### src/rtl/edge_align_pkg.sv
// Shared types and constants for the launch/latch edge alignment calibration controller.
package edge_align_pkg;

   typedef enum logic [2:0] {
      IDLE,
      SETTLE,
      CHECK,
      EVAL,
      LOCKED,
      FAIL
   } state_t;

   localparam int         NUM_COMBO   = 4;
   localparam logic [1:0] RESET_COMBO = 2'b01;
   localparam logic [1:0] LAST_COMBO  = 2'(NUM_COMBO - 1);

   // Combo bit 1 selects the launch edge, bit 0 the latch edge (1 = posedge).
   function automatic logic launch_edge(input logic [1:0] combo);
      return combo[1];
   endfunction

   function automatic logic latch_edge(input logic [1:0] combo);
      return combo[0];
   endfunction

endpackage

### src/rtl/edge_align_errcnt.sv
// Saturating mismatch counter: compares two WIDTH-bit words per cycle, synchronous clear wins over enable.
module edge_align_errcnt #(
   parameter int WIDTH = 1,
   parameter int CNTW  = 8
) (
   input  logic             launchclk,
   input  logic             clr_i,
   input  logic             clear_i,
   input  logic             en_i,
   input  logic [WIDTH-1:0] rx_dat_i,
   input  logic [WIDTH-1:0] exp_dat_i,
   output logic [CNTW-1:0]  cnt_o
);

   logic [CNTW-1:0] cnt_q, cnt_d;
   logic            mis;

   assign mis   = |(rx_dat_i ^ exp_dat_i);
   assign cnt_o = cnt_q;

   always_comb begin
      cnt_d = cnt_q;
      if (clear_i)
         cnt_d = '0;
      else if (en_i && mis && (cnt_q != '1))
         cnt_d = cnt_q + 1'b1;
   end

   always_ff @(posedge launchclk or posedge clr_i) begin
      if (clr_i)
         cnt_q <= '0;
      else
         cnt_q <= cnt_d;
   end

endmodule

### src/rtl/edge_align_ctrl.sv
// Sweeps the four launch/latch edge combinations, locks the first error-free one or falls back to the best.
// Define EDGE_ALIGN_RECAL_EN to keep monitoring while LOCKED and re-sweep automatically on errors.
module edge_align_ctrl
   import edge_align_pkg::*;
#(
   parameter int WIDTH      = 1,
   parameter int SETTLE_CYC = 4,
   parameter int WINDOW     = 16,
   parameter int CNTW       = 8
) (
   input  logic             launchclk,
   input  logic             clr_i,
   input  logic             start_i,
   input  logic [WIDTH-1:0] rx_dat_i,
   input  logic [WIDTH-1:0] exp_dat_i,
   output logic             launchedge_o,
   output logic             latchedge_o,
   output logic             busy_o,
   output logic             locked_o,
   output logic             fail_o,
   output logic [CNTW-1:0]  err_cnt_o
);

   localparam logic [15:0] SETTLE_LAST = 16'(SETTLE_CYC - 1);
   localparam logic [15:0] WIN_LAST    = 16'(WINDOW - 1);

   state_t          state_q, state_d;
   logic [1:0]      c_q, c_d;
   logic [1:0]      sel_q, sel_d;
   logic [1:0]      best_c_q, best_c_d;
   logic [CNTW-1:0] best_cnt_q, best_cnt_d;
   logic [CNTW-1:0] err_out_q, err_out_d;
   logic [15:0]     cyc_q, cyc_d;
   logic            busy_q, busy_d;
   logic            locked_q, locked_d;
   logic            fail_q, fail_d;
   logic            err_clear, err_en, restart;
   logic [CNTW-1:0] err_cnt;

   edge_align_errcnt #(.WIDTH(WIDTH), .CNTW(CNTW)) u_errcnt (
      .launchclk (launchclk),
      .clr_i     (clr_i),
      .clear_i   (err_clear),
      .en_i      (err_en),
      .rx_dat_i  (rx_dat_i),
      .exp_dat_i (exp_dat_i),
      .cnt_o     (err_cnt)
   );

`ifdef EDGE_ALIGN_RECAL_EN
   // The last sample of a monitor block is not yet in the counter, so fold it in here.
   logic blk_err;
   assign blk_err = (err_cnt != '0) || (rx_dat_i != exp_dat_i);
`endif

   always_comb begin
      state_d    = state_q;
      c_d        = c_q;
      sel_d      = sel_q;
      best_c_d   = best_c_q;
      best_cnt_d = best_cnt_q;
      err_out_d  = err_out_q;
      cyc_d      = cyc_q;
      busy_d     = busy_q;
      locked_d   = locked_q;
      fail_d     = fail_q;
      err_clear  = 1'b0;
      err_en     = 1'b0;
      restart    = 1'b0;

      case (state_q)
         IDLE: restart = start_i;
         SETTLE: begin
            err_clear = 1'b1;
            if (cyc_q == SETTLE_LAST) begin
               state_d = CHECK;
               cyc_d   = '0;
            end else begin
               cyc_d = cyc_q + 16'd1;
            end
         end
         CHECK: begin
            err_en = 1'b1;
            if (cyc_q == WIN_LAST) begin
               state_d = EVAL;
               cyc_d   = '0;
            end else begin
               cyc_d = cyc_q + 16'd1;
            end
         end
         EVAL: begin
            err_clear = 1'b1;
            err_out_d = err_cnt;
            if ((c_q == 2'd0) || (err_cnt < best_cnt_q)) begin
               best_c_d   = c_q;
               best_cnt_d = err_cnt;
            end
            if (err_cnt == '0) begin
               state_d  = LOCKED;
               busy_d   = 1'b0;
               locked_d = 1'b1;
            end else if (c_q != LAST_COMBO) begin
               state_d = SETTLE;
               c_d     = c_q + 2'd1;
               sel_d   = c_q + 2'd1;
            end else begin
               state_d   = FAIL;
               busy_d    = 1'b0;
               fail_d    = 1'b1;
               sel_d     = best_c_d;
               err_out_d = best_cnt_d;
            end
         end
         LOCKED: begin
            restart = start_i;
`ifdef EDGE_ALIGN_RECAL_EN
            err_en = 1'b1;
            if (cyc_q == WIN_LAST) begin
               cyc_d     = '0;
               err_clear = 1'b1;
               if (blk_err) begin
                  state_d  = SETTLE;
                  c_d      = 2'd0;
                  sel_d    = 2'd0;
                  busy_d   = 1'b1;
                  locked_d = 1'b0;
               end
            end else begin
               cyc_d = cyc_q + 16'd1;
            end
`endif
         end
         FAIL: restart = start_i;
         default: state_d = IDLE;
      endcase

      if (restart) begin
         state_d  = SETTLE;
         c_d      = 2'd0;
         sel_d    = 2'd0;
         cyc_d    = '0;
         busy_d   = 1'b1;
         locked_d = 1'b0;
         fail_d   = 1'b0;
      end
   end

   always_ff @(posedge launchclk or posedge clr_i) begin
      if (clr_i) begin
         state_q    <= IDLE;
         c_q        <= 2'd0;
         sel_q      <= RESET_COMBO;
         best_c_q   <= 2'd0;
         best_cnt_q <= '0;
         err_out_q  <= '0;
         cyc_q      <= '0;
         busy_q     <= 1'b0;
         locked_q   <= 1'b0;
         fail_q     <= 1'b0;
      end else begin
         state_q    <= state_d;
         c_q        <= c_d;
         sel_q      <= sel_d;
         best_c_q   <= best_c_d;
         best_cnt_q <= best_cnt_d;
         err_out_q  <= err_out_d;
         cyc_q      <= cyc_d;
         busy_q     <= busy_d;
         locked_q   <= locked_d;
         fail_q     <= fail_d;
      end
   end

   assign launchedge_o = launch_edge(sel_q);
   assign latchedge_o  = latch_edge(sel_q);
   assign busy_o       = busy_q;
   assign locked_o     = locked_q;
   assign fail_o       = fail_q;
   assign err_cnt_o    = err_out_q;

endmodule

### config.mk
export PLATFORM = sky130hd
export DESIGN_NAME = edge_align_ctrl
export DESIGN_NICKNAME = d
export VERILOG_FILES = /design/src/rtl/edge_align_pkg.sv /design/src/rtl/edge_align_errcnt.sv /design/src/rtl/edge_align_ctrl.sv
export SDC_FILE = /design/constraint.sdc
export NUM_CORES = 1
export LEC_CHECK = 0
export BUFFER_PORTS_ARGS = -buffer_cell sky130_fd_sc_hd__buf_2
export CAP_MARGIN = 20
export CORE_ASPECT_RATIO = 0.75
export CORE_MARGIN = 5
export CORE_UTILIZATION = 45
export CTS_BUF_LIST = sky130_fd_sc_hd__clkbuf_4 sky130_fd_sc_hd__clkbuf_8 sky130_fd_sc_hd__clkbuf_16
export DETAILED_ROUTE_END_ITERATION = 10
export SLEW_MARGIN = 20
export SYNTH_ARGS = -nofsm -noshare
export SYNTH_HDL_FRONTEND = slang
export SYNTH_SLANG_ARGS = --single-unit
### constraint.sdc
create_clock -name launchclk -period 2.7 [get_ports launchclk]
set_clock_uncertainty 0.15 [all_clocks]
set_input_delay 0.135 -clock launchclk [delete_from_list [all_inputs] [get_ports launchclk]]
set_output_delay 0.135 -clock launchclk [all_outputs]
set_load 0.1 [all_outputs]
* Yosys cells after proc, flatten, opt, wreduce, memory -nomap -nowiden
Index checks and enable logic that the tools add are counted.
** Cells by class
- Div/mod/pow operators :: 0
- $lt $le $gt $ge :: 1
- Add/sub/neg operators :: 3
- $mul :: 0
- Shift-type cells :: 0
- Mux-type cells :: 38
- Eq/ne operators :: 15
- Reductions and logical operators :: 19
- Bitwise gates (word level) :: 1
** Operators by type and width (count)
- 2-to-1 mux 16 bit :: 3
- 2-to-1 mux 8 bit :: 5
- case mux 16 bit (2 select lines) :: 1
- 2-to-1 mux 2 bit :: 9
- adder 16 x 1 -> 16 bit, second input constant :: 1
- equality test 16 x 2 -> 1 bit, second input constant :: 1
- equality test 16 x 4 -> 1 bit, second input constant :: 1
- 2-to-1 mux 3 bit :: 5
- 2-to-1 mux 1 bit :: 14
- case mux 3 bit (4 select lines) :: 1
- != test 3 bit, second input constant :: 3
- AND reduction 3 bit :: 3
- adder 8 x 1 -> 8 bit, second input constant :: 1
- zero test 8 bit :: 1
- less-than comparator 8 bit :: 1
- != test 8 bit, second input constant :: 1
- nonzero test 2 bit :: 4
- equality test 3 x 2 -> 1 bit, second input constant :: 2
- equality test 3 bit, second input constant :: 2
- != test 2 bit, second input constant :: 3
- AND reduction 2 bit :: 3
- equality test 3 x 1 -> 1 bit, second input constant :: 1
- zero test 3 bit :: 1
- nonzero test 3 bit :: 1
- other kinds (8) :: 9
** Storage, ports and cells
- Memory bits (writable) :: 0
- Memories :: 0
- Bits in latches :: 0
- Register bits after elaboration :: 52
- Bits of input ports :: 5
- Bits in read-only memories :: 0
- Logic and storage cells :: 88

* Logic depth before layout (Yosys ltp)
Gate-level depths: netlist of run 1.
- Depth in word-level cells :: 7
- Depth in mapped cells :: 8
- Mapped depth without buffers :: 7

* Hierarchy
A second synthesis of run 1 with hierarchy kept.
** Unflattened totals
- Cell total of the unflattened synthesis :: 305
- Area, all modules :: 2980.4 um^2
** By module, submodules not included
- edge_align_ctrl :: seq. area each 1102.3 um^2, instances 1, cells each 256, area an instance 2519.9 um^2
- edge_align_errcnt :: seq. area each 200.2 um^2, instances 1, cells each 49, area an instance 460.4 um^2

* Worst setup path before layout of run 1
OpenSTA, ideal clock, no wires.
- Path kind :: reg2reg
- Start :: register u_errcnt.cnt_q[0], in the netlist u_errcnt.cnt_o[0]
- End :: register sel_q[1]
- Library setup time :: 0.120 ns
- Cell stages (with the launch flop) :: 8
- Arrival :: 1.927 ns
- Clock period less this slack :: 2.197 ns
- Path slack :: 0.503 ns
- Data required time :: 2.430 ns
- Buffers on the path :: 0
- Cells stage by stage :: dfrtp_1 > inv_1 > ha_1 > or4b_4 > o41ai_4 > mux2i_1 > o32ai_1 > a41o_1
** On the way
- Word-level cells in the longest chain between the ends :: 7
- Elaborated cells on any way between the ends :: 10
- Classes of those cells :: 1 x order compare; 1 x eq/ne; 5 x mux; 3 x reduce/logical
** RTL lines
- from (decl) :: RTL line edge_align_errcnt.sv:15 : logic [CNTW-1:0] cnt_q, cnt_d;
- from (signal assigned) :: RTL line edge_align_errcnt.sv:33 : cnt_q <= cnt_d;
- less-than comparator 8 bit :: RTL line edge_align_ctrl.sv:94 : if ((c_q == 2'd0) || (err_cnt < best_cnt_q)) begin
- logical OR 1 bit :: RTL line edge_align_ctrl.sv:94
- 2-to-1 mux 2 bit :: RTL line edge_align_ctrl.sv:94
- 2-to-1 mux 2 bit :: RTL line edge_align_ctrl.sv:102 : end else if (c_q != LAST_COMBO) begin
- 2-to-1 mux 2 bit :: RTL line edge_align_ctrl.sv:98 : if (err_cnt == '0) begin
- 2-to-1 mux 2 bit :: RTL line edge_align_ctrl.sv:71 : case (state_q)
- 2-to-1 mux 2 bit :: RTL line edge_align_ctrl.sv:137 : if (restart) begin
- to (signal assigned) :: RTL line edge_align_ctrl.sv:163 : sel_q <= sel_d;
- to (decl) :: RTL line edge_align_ctrl.sv:29 : logic [1:0] sel_q, sel_d;
Several ways; a longest one is shown, not always the timed one. The select of a mux whose other input is x is not followed.
A chain may end at the register's enable or synchronous reset.

* Worst setup path after layout of run 1
Ends and elaborated chain as after synthesis.

==> insert_results.sql, run 1 <==
INSERT INTO impl_metrics (metric_group, metric, value, unit) VALUES
('status', 'outcome', 'complete, no violations', ''),
('yosys', 'yosysTopAreaCellShare', '43.0', '%'),
('timing', 'worst-slew-pin-transition', '0.650', 'ns'),
('floorplan', 'boundaryPins', '18', ''),
('critical_path', 'endpoint_kind', 'register', ''),
('yosys', 'edff_count_synth', '0', ''),
('cts', 'clk_pin_slew', '0.10', 'ns'),
('critical_path', 'timing_worst_setup_path_type', 'reg2reg', ''),
('global_routing', 'antenna_violations_before_repair', '0', ''),
('detailed_routing', 'drt-vias-per-instance', '5.50', ''),
('yosys', 'synthDistinctLibCells', '54', ''),
('yosys', 'postSynth.topFlopCell', 'sky130_fd_sc_hd__dfrtp_1', ''),
('detailed_routing', 'dr.pass1.iters', '4', ''),
('critical_path', 'crit_path_cell_trace', 'inv_1 > ha_1 > or4b_4 > o41ai_4 > mux2i_1 > o32ai_1 > a41o_1', ''),
('critical_path', 'reg2reg_setup_slack', '0.28', 'ns'),
('yosys', 'synthTopCellsByArea', 'sky130_fd_sc_hd__dfrtp_1 (43%), sky130_fd_sc_hd__ha_1 (5.1%), sky130_fd_sc_hd__mux2_2 (4.2%), sky130_fd_sc_hd__mux2i_1 (4.0%), sky130_fd_sc_hd__nor2_1 (3.9%)', ''),
('critical_path', 'reg2reg_to', 'sel_q[1]', ''),
('yosys', 'synth_sequential_area_ratio', '43.9', '%'),
('layout', 'antenna_cells', '0', ''),
('global_routing', 'grt_util_met1', '28.2', '%'),
('pwr', 'cellPowerDensity', '841', 'nW/um^2'),
('cts', 'cts-resized-gates', '0', ''),
('critical_path', 'cp.buffers_inverters', '1', ''),
('timing', 'max_clock_freq', '413', 'MHz'),
('yosys', 'synth_warnings', '0', ''),
('critical_path', 'cp_top_family', 'compound AO/OA/AOI/OAI gates', ''),
('timing', 'final.period_utilization', '89.7', '%'),
('detailed_routing', 'via_count', '2300', ''),
('yosys', 'syn_avg_cell_area', '9.67', 'um^2'),
('pwr', 'p_leak', '1.60', 'nW'),
('floorplan', 'die_width', '104', 'um'),
('yosys', 'syn-instance-count', '307', ''),
('pwr', 'vdd.ir_drop.worst', '0.000357', 'V'),
('cts', 'cts_buffer_depth', '2', ''),
('global_routing', 'global_route.usage.met2', '22.6', '%'),
('layout', 'design.final.nets', '353', ''),
('yosys', 'synthesis.area', '2970', 'um^2'),
('timing', 'max_slew_margin', '56.1', '%'),
('detailed_routing', 'first_iter_violations', '155', ''),
('timing', 'tns', '0', 'ns'),
('critical_path', 'required', '2.75', 'ns'),
('critical_path', 'critPathArrivalTime', '2.47', 'ns'),
('timing', 'hold_violations', '0', ''),
('detailed_routing', 'finalWirelength', '6750', 'um'),
('layout', 'final_instance_count_excl_fillers', '418', ''),
('critical_path', 'timing.critical_path.depth', '7', ''),
('flow_run', 'drv.max_cap_violation_count', '0', ''),
('global_routing', 'grt_pass1_vias', '2199', ''),
('cts', 'cts.root.buffer_cell', 'sky130_fd_sc_hd__clkbuf_8', ''),
('critical_path', 'worst-r2r-cell-count', '7', ''),
('critical_path', 'crit_path_end', 'sel_q[1]', ''),
('yosys', 'ys_ff_latch', '52', ''),
('cts', 'clk_sinks', '52', ''),
('global_routing', 'grt_pass1_wl', '11500', 'um'),
('detailed_routing', 'post-route-drc-count', '0', ''),
('yosys', 'synthMostInstantiatedCell', 'sky130_fd_sc_hd__dfrtp_1', ''),
('critical_path', 'worst_setup_sp_type', 'register', ''),
('cts', 'tritoncts', 'built', ''),
('global_routing', 'globalRouteOverflowTotal', '0', ''),
('detailed_routing', 'antenna_left', '0', ''),
('min_path', 'hold_class', 'in2async', ''),
('timing', 'slew_violations', '0', ''),
('critical_path', 'startpoint', 'u_errcnt.cnt_o[0]', ''),
('global_routing', 'global_route.usage.total', '17.4', '%'),
('yosys', 'synth_nets', '324', ''),
('layout', 'syn_to_final_growth', '11.8', '%'),
('floorplan', 'die_extent_in_y', '80.3', 'um'),
('detailed_routing', 'avgRoutedWirePerCell', '16.2', 'um'),
('cts', 'worstSkewPairLatency', '0.31', 'ns'),
('critical_path', 'worst_path_fanout_max', '6', ''),
('placed_design', 'gp_congestion', '0.860', '');
state kept, by name, indices dropped and copies added (netlist names):
register	flops
err_cnt_o	8
best_c_q	2
cyc_q	16
state_q	3
busy_o	1
best_cnt_q	8
locked_o	1
u_errcnt.cnt_o	8
sel_q	2
c_q	2
fail_o	1
cell families after synthesis:
group | after synthesis | synth area share [%]
flops | 52 | 43.9
simple gates | 116 | 20.4
fa+ha+maj | 12 | 5.06
mux | 23 | 8.22
xor+xnor | 11 | 3.25
compound gates | 63 | 14.3
buf+inv | 30 | 4.89
power by group:
group	internal, mW	total (mW)	switching [mW]
clock	0.230	0.487	0.257
sequential	0.897	1.02	0.124
combinational	0.355	1.28	0.927
worst reg2reg max path, cell delays in order (launching register included):
cell,delay (ns)
sky130_fd_sc_hd__dfrtp_1,0.44
sky130_fd_sc_hd__inv_1,0.12
sky130_fd_sc_hd__ha_1,0.16
sky130_fd_sc_hd__or4b_4,0.50
sky130_fd_sc_hd__o41ai_4,0.36
sky130_fd_sc_hd__mux2i_1,0.24
sky130_fd_sc_hd__o32ai_1,0.10
sky130_fd_sc_hd__a41o_1,0.23
cells in the final DEF (no fill, tap or decap), types with 6 or more instances in the layout:
cell | synthesis | final
sky130_fd_sc_hd__a21oi_1 | 15 | 15
sky130_fd_sc_hd__nor3_1 | 6 | 6
sky130_fd_sc_hd__and3_1 | 8 | 8
sky130_fd_sc_hd__dfrtp_1 | 51 | 51
sky130_fd_sc_hd__mux2_2 | 11 | 11
sky130_fd_sc_hd__inv_1 | 14 | 13
sky130_fd_sc_hd__o22ai_1 | 7 | 7
sky130_fd_sc_hd__nor2b_1 | 6 | 6
sky130_fd_sc_hd__xor2_1 | 9 | 9
sky130_fd_sc_hd__o21ai_0 | 15 | 15
sky130_fd_sc_hd__clkbuf_8 | 0 | 6
sky130_fd_sc_hd__ha_1 | 12 | 12
sky130_fd_sc_hd__nand4_1 | 8 | 8
sky130_fd_sc_hd__nand2_1 | 26 | 26
sky130_fd_sc_hd__nand3_1 | 8 | 8
sky130_fd_sc_hd__buf_4 | 0 | 18
sky130_fd_sc_hd__nor2_1 | 31 | 31
sky130_fd_sc_hd__buf_2 | 8 | 17
sky130_fd_sc_hd__mux2i_1 | 12 | 12
layout make-up:
type,count,area (um^2)
Timing Repair Buffer,37,240
Multi-Input combinational cell,225,1520
Sequential cell,52,1300
Inverter,15,56.3
Tap cell,81,101
Clock buffer,8,97.6
Fill cell,601,3030
stage by stage:
step | power [mW] | cell area (um^2) | hold slack, ns | utilization [%] | setup slack, ns
after CTS | 2.81 | 3320 | 0.168 | 52.3 | 0.273
after floorplan | 2.02 | 2970 | 0.0923 | - | 0.503
after global routing | 2.97 | 3320 | 0.195 | 52.3 | 0.137
after detailed placement | 2.32 | 3200 | -0.0495 | 50.4 | 0.315
final | 2.79 | 3320 | 0.160 | 52.3 | 0.277
after global placement | 2.30 | 3200 | -0.0506 | 50.4 | 0.328
per-layer routing:
layer,routed length (um),part of all wire (%),up-vias
met5,0,0,-
met4,87,1.3,0
met3,388,5.7,10
met2,2500,37,53
met1,3770,56,1082
li1,-,-,1155
how the worst min path moves through the flow:
stage | end | from
floorplan | state_q[2] | start_i
global placement | cyc_q[3] | clr_i
detailed placement | c_q[0] | clr_i
CTS | cyc_q[1] | clr_i
global route | cyc_q[1] | clr_i
finish | u_errcnt.cnt_o[7] | clr_i
what timing repair did:
action,in CTS,in global routing
endpoints found under the hold margin,31,0
buffers inserted,0,0
hold buffers,2,0
(Power assumes the default switching activity.)
==> run 2, diff against run 1 <==
- SYNTH_HIERARCHICAL: unset -> 1
==> run 2 against run 1 <==
Net effect:
- power fell by 19%
- highest routed layer unchanged
- critical path type unchanged
- via count up 3.6%
- largest cell class unchanged
- sequential cell count unchanged
- final cell count fell by 0.48%
- sequential power is 8% lower
==> insert_results.sql, run 2 <==
INSERT INTO impl_metrics (metric_group, metric, value, unit) VALUES
('global_routing', 'antenna_violations_before_repair', '0', ''),
('detailed_routing', 'finalWirelength', '6850', 'um'),
('timing', 'timing.final.ws_setup', '0.255', 'ns'),
('floorplan', 'die_extent_in_y', '80.5', 'um'),
('floorplan', 'starting_utilization_of_the_core_area', '46.7', '%'),
('detailed_routing', 'first_iter_violations', '154', ''),
('timing', 'slew_violations', '0', ''),
('layout', 'largest_register', 'cyc_q', ''),
('critical_path', 'slowest_stage', 'sky130_fd_sc_hd__dfrtp_1', ''),
('layout', 'final_cell_mix', 'sky130_fd_sc_hd__dfrtp_1 (51), sky130_fd_sc_hd__nor2_1 (25), sky130_fd_sc_hd__nand2_1 (23)', ''),
('yosys', 'edff_count_synth', '0', ''),
('cts', 'cts.htree.levels', '2', ''),
('min_path', 'min_path_cells', '4', ''),
('status', 'outcome', 'complete, no violations', ''),
('floorplan', 'boundaryPins', '18', ''),
('cts', 'cts.root.buffer_cell', 'sky130_fd_sc_hd__clkbuf_8', ''),
('pwr', 'p_leak', '1.51', 'nW'),
('layout', 'number_of_flip_flops_in_the_largest_register', '16', ''),
('timing', 'setup_viol_count_final', '0', ''),
('cts', 'tritoncts', 'built', ''),
('timing', 'unrepaired_setup_endpoints_after_global_routing', 'false', ''),
('yosys', 'syn-instance-count', '305', ''),
('yosys', 'postSynth.topFlopCell', 'sky130_fd_sc_hd__dfrtp_1', ''),
('detailed_routing', 'post-route-drc-count', '0', ''),
('placed_design', 'place.detailed.instances', '406', ''),
('critical_path', 'critPathArrivalTime', '2.48', 'ns'),
('yosys', 'synthMostInstantiatedCell', 'sky130_fd_sc_hd__dfrtp_1', ''),
('global_routing', 'globalRouteOverflowTotal', '0', ''),
('yosys', 'synth_nets', '321', ''),
('timing', 'max_slew_margin', '47.4', '%'),
('pwr', 'share_comb_of_total_power', '34.6', '%'),
('pwr', 'internal_power', '1.37', 'mW'),
('timing', 'max_clock_freq', '409', 'MHz'),
('timing', 'tns', '0', 'ns'),
('critical_path', 'timing_worst_setup_path_type', 'reg2reg', ''),
('yosys', 'yosysTopAreaCellShare', '42.8', '%'),
('placed_design', 'port_buffers', '17', ''),
('critical_path', 'reg2reg_setup_slack', '0.26', 'ns'),
('cts', 'cts-buffers-inserted', '5', ''),
('detailed_routing', 'antenna_left', '0', ''),
('cts', 'post_cts_hold_buffer_count', '2', ''),
('critical_path', 'required', '2.74', 'ns'),
('layout', 'regArea', '1300', 'um^2'),
('critical_path', 'endpoint_kind', 'register', ''),
('critical_path', 'crit_path_cell_trace', 'inv_1 > ha_1 > a21o_1 > a221oi_1 > o32ai_2 > buf_4 > and2_4 > a311o_1', ''),
('placed_design', 'gp_congestion', '0.866', ''),
('timing', 'final.hold.worst_slack', '0.174', 'ns'),
('cts', 'clk_sinks', '52', ''),
('floorplan', 'placementRows', '25', ''),
('timing', 'hold_violations', '0', ''),
('pwr', 'clock_power_share', '23.9', '%'),
('layout', 'design.final.nets', '350', ''),
('layout', 'leading_cell_type_in_the_layout_fill_and_taps_excluded', 'sky130_fd_sc_hd__dfrtp_1', ''),
('yosys', 'yosysTopAreaCell', 'sky130_fd_sc_hd__dfrtp_1', ''),
('layout', 'syn_to_final_growth', '12.8', '%'),
('yosys', 'synthesis.area', '2980', 'um^2'),
('yosys', 'synthTopCellsByArea', 'sky130_fd_sc_hd__dfrtp_1 (43%), sky130_fd_sc_hd__ha_1 (4.6%), sky130_fd_sc_hd__mux2_2 (3.8%), sky130_fd_sc_hd__nor2_1 (3.1%), sky130_fd_sc_hd__a21oi_1 (3.0%)', ''),
('flow_run', 'drv.max_cap_violation_count', '0', ''),
('cts', 'clk_pin_slew', '0.09', 'ns'),
('cts', 'worstSkewPairLatency', '0.30', 'ns'),
('global_routing', 'grt_start_max_net_pins', '45', ''),
('pwr', 'switching_share', '39.2', '%'),
('pwr', 'power_frac_seq', '41.5', '%'),
('placed_design', 'pre_cts_ws', '0.286', 'ns'),
('yosys', 'syn_avg_cell_area', '9.77', 'um^2'),
('floorplan', 'dieArea', '8370', 'um^2'),
('floorplan', 'fp.coreArea', '6380', 'um^2'),
('pwr', 'cellPowerDensity', '670', 'nW/um^2'),
('global_routing', 'grt_pass1_wl', '11900', 'um'),
('critical_path', 'worst_path_fanout_max', '8', ''),
('layout', 'drive_above_1_share', '19.4', '%'),
('critical_path', 'worst-r2r-cell-count', '8', ''),
('layout', 'antenna_cells', '0', ''),
('yosys', 'synth_sequential_area_ratio', '43.7', '%'),
('floorplan', 'die_width', '104', 'um'),
('timing', 'period_needed', '2.44', 'ns'),
('detailed_routing', 'dr.pass1.iters', '5', ''),
('global_routing', 'global_route.usage.total', '17.6', '%'),
('yosys', 'post_synth_most_frequent_cells', 'sky130_fd_sc_hd__dfrtp_1 (51), sky130_fd_sc_hd__nor2_1 (25), sky130_fd_sc_hd__nand2_1 (23), sky130_fd_sc_hd__inv_1 (20), sky130_fd_sc_hd__a21oi_1 (18)', ''),
('critical_path', 'worst_setup_sp_type', 'register', ''),
('min_path', 'hold_class', 'in2reg', ''),
('detailed_routing', 'avgRoutedWirePerCell', '16.5', 'um'),
('yosys', 'ys_ff_latch', '52', ''),
('layout', 'final.fill_count', '608', ''),
('yosys', 'ys_async_sr_fraction', '100', '%'),
('placed_design', 'detailed_place_hpwl', '4990', 'um'),
('pwr', 'vdd.ir_drop.worst', '0.000619', 'V'),
('global_routing', 'grt_pass1_vias', '2338', ''),
('layout', 'multi_input_gate_area_in_the_final_layout', '1550', 'um^2'),
('critical_path', 'critical_path.max_stage_delay', '0.39', 'ns'),
('detailed_routing', 'via_count', '2382', ''),
('pwr', 'switchingPower', '0.882', 'mW'),
('timing', 'final.period_utilization', '90.5', '%'),
('layout', 'final_instance_count_excl_fillers', '416', ''),
('cts', 'cts-resized-gates', '0', ''),
('timing', 'worst-slew-pin-transition', '0.790', 'ns'),
('cts', 'cts_buffer_depth', '2', ''),
('cts', 'cts.repair_timing.setup_buffer_count', '0', ''),
('yosys', 'synthDistinctLibCells', '61', ''),
('yosys', 'synth_warnings', '6', ''),
('detailed_routing', 'drt-vias-per-instance', '5.73', '');
[run 2: critical path, delay by kind of cell (launching register included)]
family          cells  cell delay (ns)
compound gates      4             1.04
simple gates        1             0.20
fa+ha+maj           1             0.31
flops               1             0.39
buf+inv             2             0.24
[run 2: per-layer routing]
layer / vias to the layer above / global-route usage [%] / part of all wire (%)
li1: 1161 / - / -
met1: 1154 / 27.5 / 55
met2: 62 / 25.1 / 39
met3: 5 / 3.05 / 5.2
met4: 0 / 3.88 / 0.69
met5: - / 0 / 0
[run 2: layout make-up]
| cell class | instances | share of cell area [%] |
|---|---|---|
| multi-input combinational | 223 | 46.2 |
| sequential | 52 | 38.8 |
| tap | 81 | 3.02 |
| clock inverter | 3 | 1.27 |
| timing repair buffer | 32 | 6.40 |
| clock buffer | 5 | 2.05 |
| inverter | 20 | 2.27 |
[run 2: power by group through the flow]
stage,logic (mW),clock network (mW),registers (mW)
after floorplan,0.562,0,0.986
after global placement,0.781,0,0.949
after detailed placement,0.779,0,0.948
after CTS,0.783,0.555,0.933
after global routing,0.874,0.584,0.947
final,0.779,0.538,0.934
[run 2: kinds of logic (layout without fill, tap and decap cells)]
family | Yosys count | in the layout | synth area share, %
compound gates | 73 | 73 | 18.3
flops | 52 | 52 | 43.7
buf+inv | 30 | 60 | 4.16
mux | 13 | 13 | 4.79
fa+ha+maj | 11 | 11 | 4.62
simple gates | 118 | 118 | 21.8
xor+xnor | 8 | 8 | 2.60
[run 2: metrics by stage]
step | total power [mW] | instance area, um^2 | utilization, %
6_report | 2.25 | 3360 | 52.7
3_5_place_dp | 1.73 | 3230 | 50.6
2_1_floorplan | 1.55 | 2980 | -
3_3_place_gp | 1.73 | 3230 | 50.6
5_1_grt | 2.41 | 3360 | 52.7
4_1_cts | 2.27 | 3360 | 52.6
[run 2: worst paths after layout]
path | from | endpoint
worst max register to register | best_cnt_q[5] | err_cnt_o[4]
worst max-delay path | best_cnt_q[5] | err_cnt_o[4]
worst min register to register | busy_o | busy_o
min in group asynchronous | clr_i | u_errcnt/cnt_o[7]
worst min-delay path | rx_dat_i | u_errcnt/cnt_o[2]
max in group asynchronous | clr_i | cyc_q[3]
